### config.mk
export PLATFORM = sky130hd
export DESIGN_NAME = burst_read_pipeline_gen2
export DESIGN_NICKNAME = d
export VERILOG_FILES = /design/src/rtl/burst_read_pipeline_gen2.sv
export SDC_FILE = /design/constraint.sdc
export NUM_CORES = 1
export LEC_CHECK = 0
export CAP_MARGIN = 10
export CORE_MARGIN = 2
export CORE_UTILIZATION = 45
export CTS_CLUSTER_SIZE = 10
export DETAILED_ROUTE_END_ITERATION = 12
export GPL_TIMING_DRIVEN = 0
export PLACE_DENSITY = 0.65
export SLEW_MARGIN = 20
export SYNTH_ARGS = -nofsm -noshare
export SYNTH_HDL_FRONTEND = slang
export SYNTH_SLANG_ARGS = --single-unit
### constraint.sdc
create_clock -name clk -period 8.1 [get_ports clk]
set_clock_uncertainty 0.15 [all_clocks]
set_input_delay 2.025 -clock clk [delete_from_list [all_inputs] [get_ports clk]]
set_output_delay 2.025 -clock clk [all_outputs]
set_load 0.02 [all_outputs]
### src/rtl/burst_read_pipeline_gen2.sv
// rtl/burst_read_pipeline_gen2.sv - burst read engine: address generator feeding a fixed-latency synthetic memory pipe
module burst_read_pipeline_gen2 #(
  parameter int DATA_WIDTH       = 32,
  parameter int ADDR_WIDTH       = 32,
  parameter int ID_WIDTH         = 4,
  parameter int MEM_LATENCY      = 2,
  parameter int MAX_BURST_LENGTH = 256
) (
  input  logic                  clk,
  input  logic                  rst,
  input  logic [ADDR_WIDTH-1:0] u_addr,
  input  logic [7:0]            u_length,
  input  logic [1:0]            u_burst,
  input  logic [2:0]            u_size,
  input  logic [ID_WIDTH-1:0]   u_id,
  input  logic                  u_valid,
  output logic                  u_ready,
  output logic [DATA_WIDTH-1:0] d_data,
  output logic [ID_WIDTH-1:0]   d_id,
  output logic [1:0]            d_resp,
  output logic                  d_last,
  output logic                  d_valid,
  input  logic                  d_ready
);

  localparam logic [1:0] BURST_INCR  = 2'd1;
  localparam logic [1:0] BURST_WRAP  = 2'd2;
  localparam logic [1:0] BURST_RSVD  = 2'd3;
  localparam logic [1:0] RESP_OKAY   = 2'd0;
  localparam logic [1:0] RESP_SLVERR = 2'd2;
  localparam logic [7:0] COUNT_IDLE  = 8'hFF;
  localparam int         COPY_W      = (DATA_WIDTH < ADDR_WIDTH) ? DATA_WIDTH : ADDR_WIDTH;
  // One stage per cycle of memory latency plus the output register.
  localparam int         STAGES      = MEM_LATENCY + 1;

  logic [7:0]            t0_count;
  logic [ADDR_WIDTH-1:0] t0_addr;
  logic [7:0]            t0_len;
  logic [1:0]            t0_burst;
  logic [2:0]            t0_size;
  logic [ID_WIDTH-1:0]   t0_id;
  logic                  t0_err;

  logic                  accept;
  logic                  t0_valid;
  logic                  cmd_err;
  logic [ADDR_WIDTH-1:0] step;
  logic [ADDR_WIDTH-1:0] wrap_mask;
  logic [ADDR_WIDTH-1:0] next_addr;
  logic [DATA_WIDTH-1:0] beat_data;

  logic [STAGES-1:0]     p_valid;
  logic [STAGES-1:0]     p_last;
  logic [DATA_WIDTH-1:0] p_data [STAGES];
  logic [ID_WIDTH-1:0]   p_id   [STAGES];
  logic [1:0]            p_resp [STAGES];

  assign u_ready  = d_ready && (t0_count == COUNT_IDLE || t0_count == 8'h00);
  assign accept   = u_valid && u_ready;
  assign t0_valid = (t0_count != COUNT_IDLE);

  always_comb begin
    cmd_err = 1'b0;
    if (u_burst == BURST_RSVD)
      cmd_err = 1'b1;
    if ({1'b0, u_length} + 9'd1 > 9'(MAX_BURST_LENGTH))
      cmd_err = 1'b1;
    if (u_burst == BURST_WRAP && !(u_length inside {8'd1, 8'd3, 8'd7, 8'd15}))
      cmd_err = 1'b1;
    if ((32'd1 << u_size) > 32'(DATA_WIDTH / 8))
      cmd_err = 1'b1;
  end

  always_comb begin
    step      = ADDR_WIDTH'(1) << t0_size;
    wrap_mask = ((ADDR_WIDTH'(t0_len) + ADDR_WIDTH'(1)) << t0_size) - ADDR_WIDTH'(1);
    next_addr = t0_addr;
    // FIXED bursts and error bursts keep the start address for every beat.
    if (!t0_err) begin
      case (t0_burst)
        BURST_INCR: next_addr = t0_addr + step;
        BURST_WRAP: next_addr = (t0_addr & ~wrap_mask) | ((t0_addr + step) & wrap_mask);
        default:    next_addr = t0_addr;
      endcase
    end
  end

  always_comb begin
    beat_data = '0;
    if (t0_valid && !t0_err)
      beat_data[COPY_W-1:0] = t0_addr[COPY_W-1:0];
  end

  always_ff @(posedge clk) begin
    if (rst) begin
      t0_count <= COUNT_IDLE;
      t0_addr  <= '0;
      t0_len   <= '0;
      t0_burst <= '0;
      t0_size  <= '0;
      t0_id    <= '0;
      t0_err   <= 1'b0;
    end else if (d_ready) begin
      if (accept) begin
        t0_count <= u_length;
        t0_addr  <= u_addr;
        t0_len   <= u_length;
        t0_burst <= u_burst;
        t0_size  <= u_size;
        t0_id    <= u_id;
        t0_err   <= cmd_err;
      end else if (t0_count == 8'h00) begin
        t0_count <= COUNT_IDLE;
      end else if (t0_valid) begin
        t0_count <= t0_count - 8'd1;
        t0_addr  <= next_addr;
      end
    end
  end

  always_ff @(posedge clk) begin
    if (rst) begin
      p_valid <= '0;
      p_last  <= '0;
      for (int i = 0; i < STAGES; i++) begin
        p_data[i] <= '0;
        p_id[i]   <= '0;
        p_resp[i] <= RESP_OKAY;
      end
    end else if (d_ready) begin
      p_valid[0] <= t0_valid;
      p_last[0]  <= t0_valid && (t0_count == 8'h00);
      p_data[0]  <= beat_data;
      p_id[0]    <= t0_valid ? t0_id : '0;
      p_resp[0]  <= (t0_valid && t0_err) ? RESP_SLVERR : RESP_OKAY;
      for (int i = 1; i < STAGES; i++) begin
        p_valid[i] <= p_valid[i-1];
        p_last[i]  <= p_last[i-1];
        p_data[i]  <= p_data[i-1];
        p_id[i]    <= p_id[i-1];
        p_resp[i]  <= p_resp[i-1];
      end
    end
  end

  assign d_valid = p_valid[STAGES-1];
  assign d_last  = p_last[STAGES-1];
  assign d_data  = p_data[STAGES-1];
  assign d_id    = p_id[STAGES-1];
  assign d_resp  = p_resp[STAGES-1];

endmodule

==> metrics.md, run 1 <==
| Metric | Value |
|---|---|
| Syn_nets | `982` |
| GRT Total Usage | `19.5%` |
| Worst path arrival time | `3.82 ns` |
| Post-Syn Area | `9190 um2` |
| Prevailing post-synth register cell | `edfxtp_1` |
| Worst Setup End Kind | `output port` |
| Reg2reg setup slack | `3.95 ns` |
| CP startpoint | `d_ready` |
| Asr flop ratio synth | `0%` |
| Crit-path max FO | `10` |
| Antenna violations before repair | `0` |
| Hold Path Class | `reg2reg` |
| Yosys Warn Count | `0` |
| Ports | `between 90 and 100` |
| Run status | `finished, final reports clean` |
| Largest family of logic cells by synthesized area | `simple AND/OR/NAND/NOR gates` |
| Initial core utilization | `between 40% and 50%` |
| Sequential cell area | `4610 um2` |
| Share of layout cells above drive strength 1 | `10.9%` |
| Mapped Cells | `914` |
| Fillers | `1822` |
| Buffers on Ports | `91` |
| Post-CTS setup buffer count | `0` |
| Worst VDD drop | `151 uV` |
| DRC viols | `0` |
| EDFF count, synth | `111` |
| Final Hold Viols | `0` |
| Drt first pass iters | `5` |
| Critical-path top delay cell | `clkdlybuf4s50_1` |
| Num Clock Sinks | `175` |
| Estimated wirelength of the detail-placed design | `15100 um` |
| Adder-Cell Fraction of Synth Area | `2.13%` |
| CTS max path bufs | `2` |
| Worst EP required | `5.93 ns` |
| CP Launch Type | `input pin` |
| CTS root buf | `clkbuf_16` |
| Worst slew pin tran | `roughly 0.78 ns` |
| Most common cell on crit path | `clkdlybuf4s50_1` |
| Post-synthesis mux area share | `1.36%` |
| Fin crit share | `between 70% and 80%` |
| Hold Crit Endpoint | `t0_id[0]` |
| Buffers and inverters on the worst path | `3` |
| Core area | `20100 um2` |
| Crit path cell chain | `clkdlybuf4s50_1 > clkbuf_1 > and2_1 > clkdlybuf4s50_1` |
| Largest net degree at the start of global routing | `94` |
| Reg2Reg Depth | `15` |
| Max-cap viol count | `0` |
| Min-delay src | `t0_id[0]` |
| First-pass GRT wire length | `33200 um` |
| Clock Latency Late Sink | `roughly 0.43 ns` |
| Hold buffer count at cts | `0` |
| # nets final | `approximately 1100` |
| Synth-to-Final Area Change | `20.9%` |
| Std cell rows | `between 50 and 60` |
| Final Max Tran Viols | `0` |
| CTS Buf Count | `17` |
| Avg WL per Cell | `15.6 um` |
| Die height | `147 um` |
| Number of vias per cell | `5.23` |
| Multi-input gate area | `roughly 4000 um2` |
| Crit path max-delay family | `buffers and inverters` |
| WS Path Type | `in2out` |
| Simple-gate share of the synthesized area | `21.9%` |
| Total power | `2210 uW` |
| Final WS setup | `about 2.1 ns` |
| GR Overflow Total | `0` |
| R2r startpoint | `t0_size[2]` |
| Post-CTS Resized | `0` |
| 1st-iter DRT viols | `450` |
| Clock-pin transition on the worst setup and hold timing paths | `0.07 ns` |
| CTS tree | `built` |
| Hold depth | `2` |
| DP Cell Count | `1276` |
| Slew margin rel. | `47.3%` |
| Compound-Gate Fraction of Synth Area | `14.3%` |
| Gpl congestion | `0.879` |
| Fin crit period | `6.00 ns` |
| Final ANT Viol Nets | `0` |
| Peak per-stage delay on the critical path | `0.62 ns` |
| Leakage | `0.00418 uW` |
| Synth Area in XOR/XNOR | `3.43%` |
| Fin cells | `1308` |
| WL final | `20400 um` |
| Post-route setup TNS | `0 ns` |
| Post-synthesis sequential area ratio | `50.2%` |
| Setup WS pre-CTS | `2.12 ns` |
| Final setup fails | `0` |
| PD cells | `roughly 200 nW/um2` |
| Vias | `just under 7000` |
| Avg Cell Area, Syn | `10.0 um2` |
| Chip width | `147 um` |
| Synth unique cells | `82` |
| Diodes inserted | `0` |
| Max Freq | `roughly 0.17 GHz` |
| FF+latch count, synth | `175` |
| Die area | `~22000 um2` |
| # H-tree levels | `4` |
| Vias in the first global route | `6338` |
| RSZ-0062 raised after global routing | `no` |
stage by stage:
| stage | cell area, um2 | util, % | hold WS (ns) |
|---|---|---|---|
| global placement | 10400 | 51.9 | 0.283 |
| finish | 11100 | 55.2 | 0.306 |
| floorplan | 9190 | - | 0.272 |
| CTS | 11100 | 55.2 | 0.306 |
| global route | 11100 | 55.2 | 0.318 |
| detailed placement | 10500 | 52.1 | 0.289 |
power breakdown:
| part | leakage, uW | internal, uW | switching (uW) |
|---|---|---|---|
| combinational | 0.00212 | 130 | 168 |
| sequential | 0.00175 | 1000 | 31.2 |
| clock | 0.000306 | 524 | 354 |
| total | 0.00418 | 1660 | 554 |
layout by cell type (no fill, tap or decap), types with 4 or more instances in the layout:
cell and instances:
edfxtp_1 111, and2_1 105, nand2_1 92, clkdlybuf4s50_1 91, nor2_1 73, dfxtp_1 64, a21oi_1 47, buf_4 42
clkbuf_1 40, a211oi_1 27, o21ai_0 26, nand3_1 21, xor2_1 19, inv_1 17, xnor2_1 17, o211ai_1 17
clkbuf_16 17, and3_1 16, ha_1 14, mux2i_1 11, nand4_1 9, nor2b_1 8, nor3_1 8, or3_1 7
buf_2 7, o21ai_1 6, inv_6 6, nand2b_1 5, o21bai_1 5, nor4_1 4, o2111ai_1 4, nor3_2 4
a21o_1 4, a31oi_1 4, nor4b_1 4, bufinv_16 4
worst reg2reg max path, cell delays in order, from the launching register on:
cell and delay [ns]:
dfxtp_1 0.50, clkbuf_1 0.49, clkbuf_1 0.43, nor2_1 0.11, ha_1 0.21, inv_1 0.07
fa_1 0.18, nor2b_1 0.06, o21ai_0 0.22, a21oi_1 0.14, o31a_1 0.28, o21a_1 0.19
o21ai_0 0.51, a311oi_1 0.13, xnor2_1 0.18, a211oi_1 0.22
metal layers:
layer	track usage (%)	part of all wire (%)	vias to the layer above
met1	26.1	46	3170
met2	32.6	48	178
met4	5.87	1.9	0
li1	-	-	3465
met3	3.63	4.0	32
met5	0	0	-
synth_stat cells, types with 3 or more instances:
cell	number	area [um2]
buf_4	42	315
o31ai_1	3	22.5
nand3b_1	3	22.5
nor4_1	4	25.0
a21o_1	4	30.0
a31o_2	3	26.3
buf_2	7	35.0
nand2_1	92	345
a31oi_1	4	25.0
dfxtp_1	64	1280
a21oi_1	47	235
ha_1	14	175
nand3_1	21	105
inv_1	18	67.6
o21bai_1	5	37.5
xnor2_1	17	149
or4_1	3	22.5
nor3_2	4	40.0
xor2_1	19	166
edfxtp_1	111	3330
nor2b_1	8	50.1
or3_1	7	43.8
clkbuf_1	38	143
and2_1	105	657
o211ai_1	17	128
o21ai_0	26	130
o311ai_1	3	26.3
a211o_1	3	26.3
nor2_1	73	274
nand4_1	9	56.3
and3_1	16	100
nor3_1	8	40.0
o2111ai_1	4	35.0
a211oi_1	27	203
o21ai_1	6	30.0
nand2b_1	5	31.3
nor4b_1	4	35.0
mux2i_1	11	110
cell families (layout without fill, tap and decap cells):
kind of cell | Yosys count | after routing
fa+ha+maj | 15 | 15
buf+inv | 111 | 235
xor+xnor | 36 | 36
other cells | 1 | 1
flops | 175 | 175
compound gates | 184 | 184
mux | 12 | 12
simple gates | 380 | 380
how the worst max path moves through the flow:
stage	end	slack [ns]	cells past startpoint
4_1_cts	u_ready	2.11	4
3_5_place_dp	u_ready	2.12	4
6_report	u_ready	2.10	4
3_3_place_gp	p_data[0][69]	1.53	4
5_1_grt	u_ready	2.04	4
2_1_floorplan	p_data[0][0]	2.87	3
layout make-up:
class                   count  share of cell area (%)
flip-flops and latches    175                    41.6
well taps                 270                    3.04
clock inverters            13                    1.81
clock buffers              19                    3.90
multi-input cells         628                    35.8
repair buffers             92                    8.45
inverters                  20                   0.721
plain buffers              91                    4.71
(Power assumes the default switching activity.)
==> run 2, diff against run 1 <==
==> constraint.sdc (replaced) <==
create_clock -name clk -period 5.87 [get_ports clk]
set_clock_uncertainty 0.15 [all_clocks]
set_input_delay 1.4675 -clock clk [delete_from_list [all_inputs] [get_ports clk]]
set_output_delay 1.4675 -clock clk [all_outputs]
set_load 0.02 [all_outputs]
==> results of run 2 <==
Same layout as run 1 (identical final DEF). Status: finished, final reports clean.
Main changes from that run: setup slack after placement 2.12 ns -> 1.01 ns; setup slack after layout 2.10 ns -> 0.985 ns; register-to-register setup slack 3.95 ns -> 1.72 ns; total power 2210 uW -> 3050 uW; worst IR drop on VDD 151 uV -> 208 uV
